File: src/rtl/pc_axi_pkg.sv
// Shared types and constants for the performance-counter AXI store writer.
// Bit indices of err_flags and the writer FSM encoding live here.
package pc_axi_pkg;

  typedef enum logic [2:0] {
    S_IDLE    = 3'd0,
    S_COLLECT = 3'd1,
    S_AW      = 3'd2,
    S_W       = 3'd3,
    S_B       = 3'd4
  } pc_state_e;

  localparam logic [1:0] AXI_BURST_INCR = 2'b01;
  localparam logic [1:0] AXI_RESP_OKAY  = 2'b00;

  localparam int PC_BEAT_BYTES = 16;

  localparam int ERR_OVF     = 0;
  localparam int ERR_SIZE    = 1;
  localparam int ERR_RESP    = 2;
  localparam int ERR_TIMEOUT = 3;

  function automatic int beat_bytes(input int adw);
    return adw / 8;
  endfunction

endpackage

File: src/rtl/pc_beat_fifo.sv
// Beat buffer for the store writer: DEPTH x W synchronous FIFO.
// Push and pop may share a cycle; flush empties it in one cycle.
module pc_beat_fifo #(
  parameter int W     = 128,
  parameter int DEPTH = 8,
  localparam int PW   = (DEPTH > 1) ? $clog2(DEPTH) : 1,
  localparam int CW   = $clog2(DEPTH + 1)
) (
  input  logic          clk,
  input  logic          rst_n,
  input  logic          push,
  input  logic          pop,
  input  logic          flush,
  input  logic [W-1:0]  din,
  output logic [W-1:0]  dout,
  output logic          full,
  output logic          empty,
  output logic [CW-1:0] count
);

  logic [W-1:0]  mem_q [DEPTH];
  logic [PW-1:0] wr_q, wr_d;
  logic [PW-1:0] rd_q, rd_d;
  logic [CW-1:0] cnt_q, cnt_d;
  logic          do_push, do_pop;

  function automatic logic [PW-1:0] nxt(input logic [PW-1:0] p);
    return (p == PW'(DEPTH - 1)) ? '0 : p + PW'(1);
  endfunction

  assign full    = (cnt_q == CW'(DEPTH));
  assign empty   = (cnt_q == '0);
  assign count   = cnt_q;
  assign dout    = mem_q[rd_q];
  assign do_pop  = pop && !empty;
  assign do_push = push && (!full || do_pop);

  always_comb begin
    wr_d  = wr_q;
    rd_d  = rd_q;
    cnt_d = cnt_q;
    if (flush) begin
      wr_d  = '0;
      rd_d  = '0;
      cnt_d = '0;
    end else begin
      if (do_push) wr_d = nxt(wr_q);
      if (do_pop)  rd_d = nxt(rd_q);
      cnt_d = cnt_q + CW'(do_push) - CW'(do_pop);
    end
  end

  always_ff @(posedge clk or negedge rst_n) begin
    if (!rst_n) begin
      wr_q  <= '0;
      rd_q  <= '0;
      cnt_q <= '0;
    end else begin
      wr_q  <= wr_d;
      rd_q  <= rd_d;
      cnt_q <= cnt_d;
    end
  end

  always_ff @(posedge clk) begin
    if (do_push && !flush) mem_q[wr_q] <= din;
  end

endmodule

File: src/rtl/pc_store_axi_writer.sv
// Buffers perf-counter beats and writes them to DDR as one AXI4 INCR burst.
// Define PC_WR_TIMEOUT_EN to enable the B-channel watchdog.
module pc_store_axi_writer
  import pc_axi_pkg::*;
#(
  parameter int AXI_DATA_WIDTH = 128,
  parameter int AXI_ADDR_WIDTH = 64,
  parameter int MAX_BEATS      = 8,
  parameter int TIMEOUT_CYCLES = 4096
) (
  input  logic                        clk,
  input  logic                        reset_n,
  input  logic [AXI_DATA_WIDTH-1:0]   st_data,
  input  logic                        st_data_v,
  input  logic [AXI_ADDR_WIDTH-1:0]   st_addr,
  input  logic                        st_addr_v,
  input  logic [AXI_DATA_WIDTH-1:0]   st_size,
  output logic                        up_awready,
  output logic                        up_bvalid,
  input  logic                        err_clear,
  output logic [3:0]                  err_flags,
  output logic [AXI_ADDR_WIDTH-1:0]   m_awaddr,
  output logic [7:0]                  m_awlen,
  output logic [2:0]                  m_awsize,
  output logic [1:0]                  m_awburst,
  output logic                        m_awvalid,
  input  logic                        m_awready,
  output logic [AXI_DATA_WIDTH-1:0]   m_wdata,
  output logic [AXI_DATA_WIDTH/8-1:0] m_wstrb,
  output logic                        m_wlast,
  output logic                        m_wvalid,
  input  logic                        m_wready,
  input  logic [1:0]                  m_bresp,
  input  logic                        m_bvalid,
  output logic                        m_bready
);

  localparam int ADW = AXI_DATA_WIDTH;
  localparam int AAW = AXI_ADDR_WIDTH;
  localparam int BSH = $clog2(beat_bytes(ADW));
  localparam int CW  = $clog2(MAX_BEATS + 1);

  pc_state_e      state_q, state_d;
  logic [AAW-1:0] awaddr_q, awaddr_d;
  logic [7:0]     awlen_q, awlen_d;
  logic           awvalid_q, awvalid_d;
  logic           upaw_q, upaw_d;
  logic           upb_q, upb_d;
  logic           zb_q, zb_d;
  logic [3:0]     err_q, err_d;
  logic [3:0]     err_set;

  logic           f_push, f_pop, f_flush;
  logic           f_full, f_empty;
  logic [CW-1:0]  f_count;
  logic [ADW-1:0] f_dout;

  logic           collecting;
  logic [CW-1:0]  beats_now;
  logic [ADW-1:0] exp_bytes;
  logic           size_bad;
  logic           aw_hs, w_hs, b_hs;
  logic           to_fire;

  pc_beat_fifo #(
    .W     (ADW),
    .DEPTH (MAX_BEATS)
  ) u_fifo (
    .clk   (clk),
    .rst_n (reset_n),
    .push  (f_push),
    .pop   (f_pop),
    .flush (f_flush),
    .din   (st_data),
    .dout  (f_dout),
    .full  (f_full),
    .empty (f_empty),
    .count (f_count)
  );

  assign collecting = (state_q == S_IDLE) || (state_q == S_COLLECT);
  assign f_push     = collecting && st_data_v && !f_full;
  // The beat arriving alongside st_addr_v belongs to this burst.
  assign beats_now  = f_count + CW'(f_push);
  assign exp_bytes  = ADW'(beats_now) << BSH;
  assign size_bad   = (st_size != exp_bytes);

  assign m_wvalid  = (state_q == S_W) && !f_empty;
  assign m_wlast   = m_wvalid && (f_count == CW'(1));
  assign m_wdata   = m_wvalid ? f_dout : '0;
  assign m_wstrb   = {(ADW/8){m_wvalid}};
  assign m_awaddr  = awaddr_q;
  assign m_awlen   = awlen_q;
  assign m_awvalid = awvalid_q;
  assign m_awsize  = 3'(BSH);
  assign m_awburst = AXI_BURST_INCR;

  assign aw_hs   = awvalid_q && m_awready;
  assign w_hs    = m_wvalid && m_wready;
  assign b_hs    = (state_q == S_B) && m_bvalid;
  assign f_pop   = w_hs;
  assign f_flush = b_hs || to_fire;

  assign up_awready = upaw_q;
  assign up_bvalid  = upb_q;
  assign err_flags  = err_q;

`ifdef PC_WR_TIMEOUT_EN
  localparam int TW = $clog2(TIMEOUT_CYCLES + 1);
  logic [TW-1:0] tcnt_q;
  logic          stale_q;

  assign to_fire  = (state_q == S_B) && !m_bvalid
                 && (tcnt_q == TW'(TIMEOUT_CYCLES - 1));
  // A late response after a timeout is still accepted, then dropped.
  assign m_bready = (state_q == S_B) || stale_q;

  always_ff @(posedge clk or negedge reset_n) begin
    if (!reset_n) begin
      tcnt_q  <= '0;
      stale_q <= 1'b0;
    end else begin
      tcnt_q  <= (state_q == S_B) ? tcnt_q + TW'(1) : '0;
      if (to_fire)                stale_q <= 1'b1;
      else if (stale_q && m_bvalid) stale_q <= 1'b0;
    end
  end
`else
  logic unused_timeout;
  assign unused_timeout = ^TIMEOUT_CYCLES;
  assign to_fire        = 1'b0;
  assign m_bready       = (state_q == S_B);
`endif

  always_comb begin
    state_d   = state_q;
    awaddr_d  = awaddr_q;
    awlen_d   = awlen_q;
    awvalid_d = awvalid_q;
    upaw_d    = 1'b0;
    upb_d     = zb_q;
    zb_d      = 1'b0;
    err_set   = '0;
    if (st_data_v && !f_push) err_set[ERR_OVF] = 1'b1;
    if (st_addr_v && (!collecting || size_bad)) err_set[ERR_SIZE] = 1'b1;
    unique case (state_q)
      S_IDLE, S_COLLECT: begin
        if (st_addr_v) begin
          if (beats_now == '0) begin
            upaw_d            = 1'b1;
            zb_d              = 1'b1;
            err_set[ERR_SIZE] = 1'b1;
          end else begin
            awaddr_d  = st_addr;
            awlen_d   = 8'(beats_now - CW'(1));
            awvalid_d = 1'b1;
            state_d   = S_AW;
          end
        end else if (f_push) begin
          state_d = S_COLLECT;
        end
      end
      S_AW: begin
        if (aw_hs) begin
          awvalid_d = 1'b0;
          upaw_d    = 1'b1;
          state_d   = S_W;
        end
      end
      S_W: begin
        if (w_hs && m_wlast) state_d = S_B;
      end
      S_B: begin
        if (b_hs) begin
          upb_d   = 1'b1;
          state_d = S_IDLE;
          if (m_bresp != AXI_RESP_OKAY) err_set[ERR_RESP] = 1'b1;
        end else if (to_fire) begin
          upb_d                = 1'b1;
          state_d              = S_IDLE;
          err_set[ERR_TIMEOUT] = 1'b1;
        end
      end
      default: state_d = S_IDLE;
    endcase
    err_d = err_clear ? '0 : (err_q | err_set);
  end

  always_ff @(posedge clk or negedge reset_n) begin
    if (!reset_n) begin
      state_q   <= S_IDLE;
      awaddr_q  <= '0;
      awlen_q   <= '0;
      awvalid_q <= 1'b0;
      upaw_q    <= 1'b0;
      upb_q     <= 1'b0;
      zb_q      <= 1'b0;
      err_q     <= '0;
    end else begin
      state_q   <= state_d;
      awaddr_q  <= awaddr_d;
      awlen_q   <= awlen_d;
      awvalid_q <= awvalid_d;
      upaw_q    <= upaw_d;
      upb_q     <= upb_d;
      zb_q      <= zb_d;
      err_q     <= err_d;
    end
  end

endmodule
File: config.mk
export PLATFORM = sky130hd
export DESIGN_NAME = pc_store_axi_writer
export DESIGN_NICKNAME = d
export VERILOG_FILES = /design/src/rtl/pc_axi_pkg.sv /design/src/rtl/pc_beat_fifo.sv /design/src/rtl/pc_store_axi_writer.sv
export SDC_FILE = /design/constraint.sdc
export NUM_CORES = 1
export LEC_CHECK = 0
export ABC_AREA = 1
export BUFFER_PORTS_ARGS = -buffer_cell sky130_fd_sc_hd__clkbuf_2
export CORE_MARGIN = 3
export CORE_UTILIZATION = 50
export DETAILED_ROUTE_END_ITERATION = 7
export GPL_TIMING_DRIVEN = 0
export PLACE_DENSITY_LB_ADDON = 0.3
export REMOVE_ABC_BUFFERS = 1
export SLEW_MARGIN = 20
export SYNTH_ARGS = -nofsm -noshare
export SYNTH_HDL_FRONTEND = slang
export SYNTH_SLANG_ARGS = --single-unit
File: constraint.sdc
create_clock -name clk -period 7.18 [get_ports clk]
set_clock_uncertainty 0.15 [all_clocks]
set_input_delay 0.718 -clock clk [delete_from_list [all_inputs] [get_ports clk]]
set_output_delay 0.718 -clock clk [all_outputs]
set_load 0.01 [all_outputs]
==> results.sh <==
export IMPL_cp_max_fo=220
export IMPL_peakVddDrop_mv=0.343
export IMPL_register_area_um2=33000
export IMPL_crit_slowest_cell="dfrtp_4"
export IMPL_wl_um=109000
export IMPL_track_usage=0.233
export IMPL_filler_cell_count=6676
export IMPL_critPathKind="flip-flop to output pin"
export IMPL_critPathLaunchType="flip-flop"
export IMPL_clk_latency_ps=680
export IMPL_drt_iter0_markers=2318
export IMPL_critPathRequiredTime_ps=6310
export IMPL_cts_resized=0
export IMPL_cpMostUsedCell="buf_16"
export IMPL_coreArea_um2=87200
export IMPL_htreeDepth=3
export IMPL_max_freq_ghz=0.198
export IMPL_layout_common_cells="1024 x edfxtp_1, 866 x nor2_1, 553 x clkbuf_2, 552 x o21ai_0, 278 x nand2_1"
export IMPL_vias_per_cell=5.42
export IMPL_clock_sinks=1113
export IMPL_rsz0062_at_grt="no"
export IMPL_grt_max_degree=221
export IMPL_initial_utilization=0.507
export IMPL_ios=561
export IMPL_multi_input_area_um2=9720
export IMPL_final_cells=5286
export IMPL_final_core_util=0.608
export IMPL_ant_nets=0
export IMPL_yosysWarnings=0
export IMPL_die_area_um2=92000
export IMPL_tritoncts="done"
export IMPL_die_h_um=303
export IMPL_clockBufferDepth=3
export IMPL_final_layout_size_suffix_gt1_frac=0.201
export IMPL_synth_cell_types=34
export IMPL_num_rows=108
export IMPL_powerDensity_nw_per_um2=390
export IMPL_cp_cell_sequence="buf_16, buf_12, buf_16, inv_16, buf_16, o21ai_0, o22ai_1, o21ai_1, a31oi_1, clkbuf_2"
export IMPL_seqPwrFrac=0.392
export IMPL_finalCritPeriodShare=0.704
export IMPL_relSlewSlack=0.292
export IMPL_port_buffers=554
export IMPL_dp_cells=5066
export IMPL_setup_violations=0
export IMPL_seq_area_frac_synth=0.746
export IMPL_syn_cell_area_um2=44200
export IMPL_gp_congestion=0.879
export IMPL_postPlaceCellArea_um2=49300
export IMPL_power_leakage_uw=0.0192
export IMPL_slowest_delay_ps=710
export IMPL_p_int_uw=13400
export IMPL_tns_ps=0
export IMPL_fin_nets=4369
export IMPL_p_sw_frac=0.349
export IMPL_via_count=28600
export IMPL_hold_class="input pin to flip-flop"
export IMPL_die_w_um=303
export IMPL_first_pass_iters=5
export IMPL_switchingPower_uw=7210
export IMPL_finalCriticalPeriod_ps=5060
export IMPL_root_buffer="clkbuf_16"
export IMPL_crit_arrival_ps=4190
export IMPL_area_growth_pct=19.9
export IMPL_max_cap_violations=0
export IMPL_combPwrFrac=0.331
export IMPL_grt_pass1_vias=27300
export IMPL_outcome="complete, no violations"
export IMPL_synth_seq_cells=1113
export IMPL_power_frac_clock=0.278
export IMPL_drc=0
export IMPL_wire_per_inst_um=20.6
export IMPL_cts_clk_slew_worst_paths_ps=60
export IMPL_grt_ovfl_total=0
export IMPL_antenna_found_initial=23
export IMPL_place_hpwl_um=67800
export IMPL_tightestPinTransition_ps=1060
export IMPL_final_common_cell="edfxtp_1"
export IMPL_slew_viol_final=0
export IMPL_synth_cells=3518
export IMPL_postSynthAreaPerCell_um2=12.6
export IMPL_hold_violations=0
export IMPL_final_area_um2=53000
export IMPL_grt_pass1_wl_um=161000
export IMPL_end_kind="output pin"
export IMPL_cts_buffers=110
-- cell families after synthesis --
logic type                 after synthesis  synth area share
adders and majority gates               15           0.00442
other                                    2          0.000170
and+or+nand+nor                       1176             0.101
xor gates and xnor gates                 3          0.000594
buffers and inverters                  288            0.0358
DFF                                   1113             0.746
AOI/OAI and AO/OA                      921             0.112
-- power groups by stage --
| stage | registers, µW | clock network, µW | logic (µW) |
|---|---|---|---|
| finish | 8090 | 5730 | 6830 |
| global route | 8150 | 6120 | 7600 |
| CTS | 8090 | 5840 | 6900 |
| detailed placement | 8220 | 0 | 6860 |
| global placement | 8850 | 0 | 5620 |
| floorplan | 8680 | 0 | 3800 |
-- layer usage --
metal	track usage	part of all wire
met5	0	0.00090
met3	0.0618	0.079
met2	0.387	0.48
met4	0.0883	0.034
met1	0.293	0.40
-- cells in the mapped netlist, drive strengths merged --
master     n  area (µm²)
buf      154        1070
nor2     878        3320
nand3      9        45.0
ha        14         175
and2       2        12.5
fa         1        20.0
or2        2        12.5
nor3       4        31.3
inv       38         150
conb       2        7.51
xnor2      1        8.76
clkbuf    96         367
dfrtp     89        2230
a21oi      8        40.0
a31oi    129         807
nand2    281        1070
a21o       1        7.51
xor2       2        17.5
edfxtp  1024       30700
o21ai    654        3270
o22ai    129         807
-- timing repair --
item,CTS,global route
endpoints found under the setup margin,0,0
buffers inserted,0,0
hold endpoints to repair,89,0
hold buffers,1,0
-- final cells by class --
cell class | instances | area share
sequential | 1113 | 0.622
multi-input combinational | 2121 | 0.183
timing repair buffer | 640 | 0.0937
clock buffer | 129 | 0.0539
tap | 1155 | 0.0273
clock inverter | 76 | 0.0156
inverter | 38 | 0.00342
antenna | 14 | 0.000661
-- per-stage QoR --
stage	setup WS, ps	power [µW]	hold WS (ps)
after floorplan	-6030	12500	263
after global placement	-18000	14500	269
after detailed placement	2790	15100	286
after CTS	2070	20800	34.8
after global routing	1720	21900	56.9
final	2120	20700	81.0
-- worst paths after layout --
path,end,startpoint,slack (ps),cells after the start
setup / recovery,m_wdata[93],u_fifo.rd_q[0]$_DFFE_PN0P_,2120,10
hold / removal,m_awaddr[15]$_DFFE_PN0P_,st_addr[15],80,3
setup reg to reg,m_awlen[2]$_DFFE_PN0P_,u_fifo.count[2]$_DFF_PN0_,2880,16
hold reg to reg,up_bvalid$_DFF_PN0_,zb_q$_DFF_PN0_,290,1
max in group asynchronous,u_fifo.rd_q[1]$_DFFE_PN0P_,reset_n,5790,2
min in group asynchronous,m_awaddr[55]$_DFFE_PN0P_,reset_n,460,2
-- flip-flops by register name, summed over array words and instances (netlist names) --
register      flops
err_flags         3
u_fifo.count      4
u_fifo.rd_q       3
state_q           3
up_awready        1
u_fifo.mem_q   1024
m_awvalid         1
up_bvalid         1
m_awaddr         64
u_fifo.wr_q       3
m_awlen           5
zb_q              1
-- worst max-delay path, delay by kind of cell (launching register included) --
family,cells,cell delay [ps]
AO/OA/AOI/OAI,4,710
buffers and inverters,6,1780
flip-flops,1,710
No activity file was read; power rests on OpenSTA's default activity.
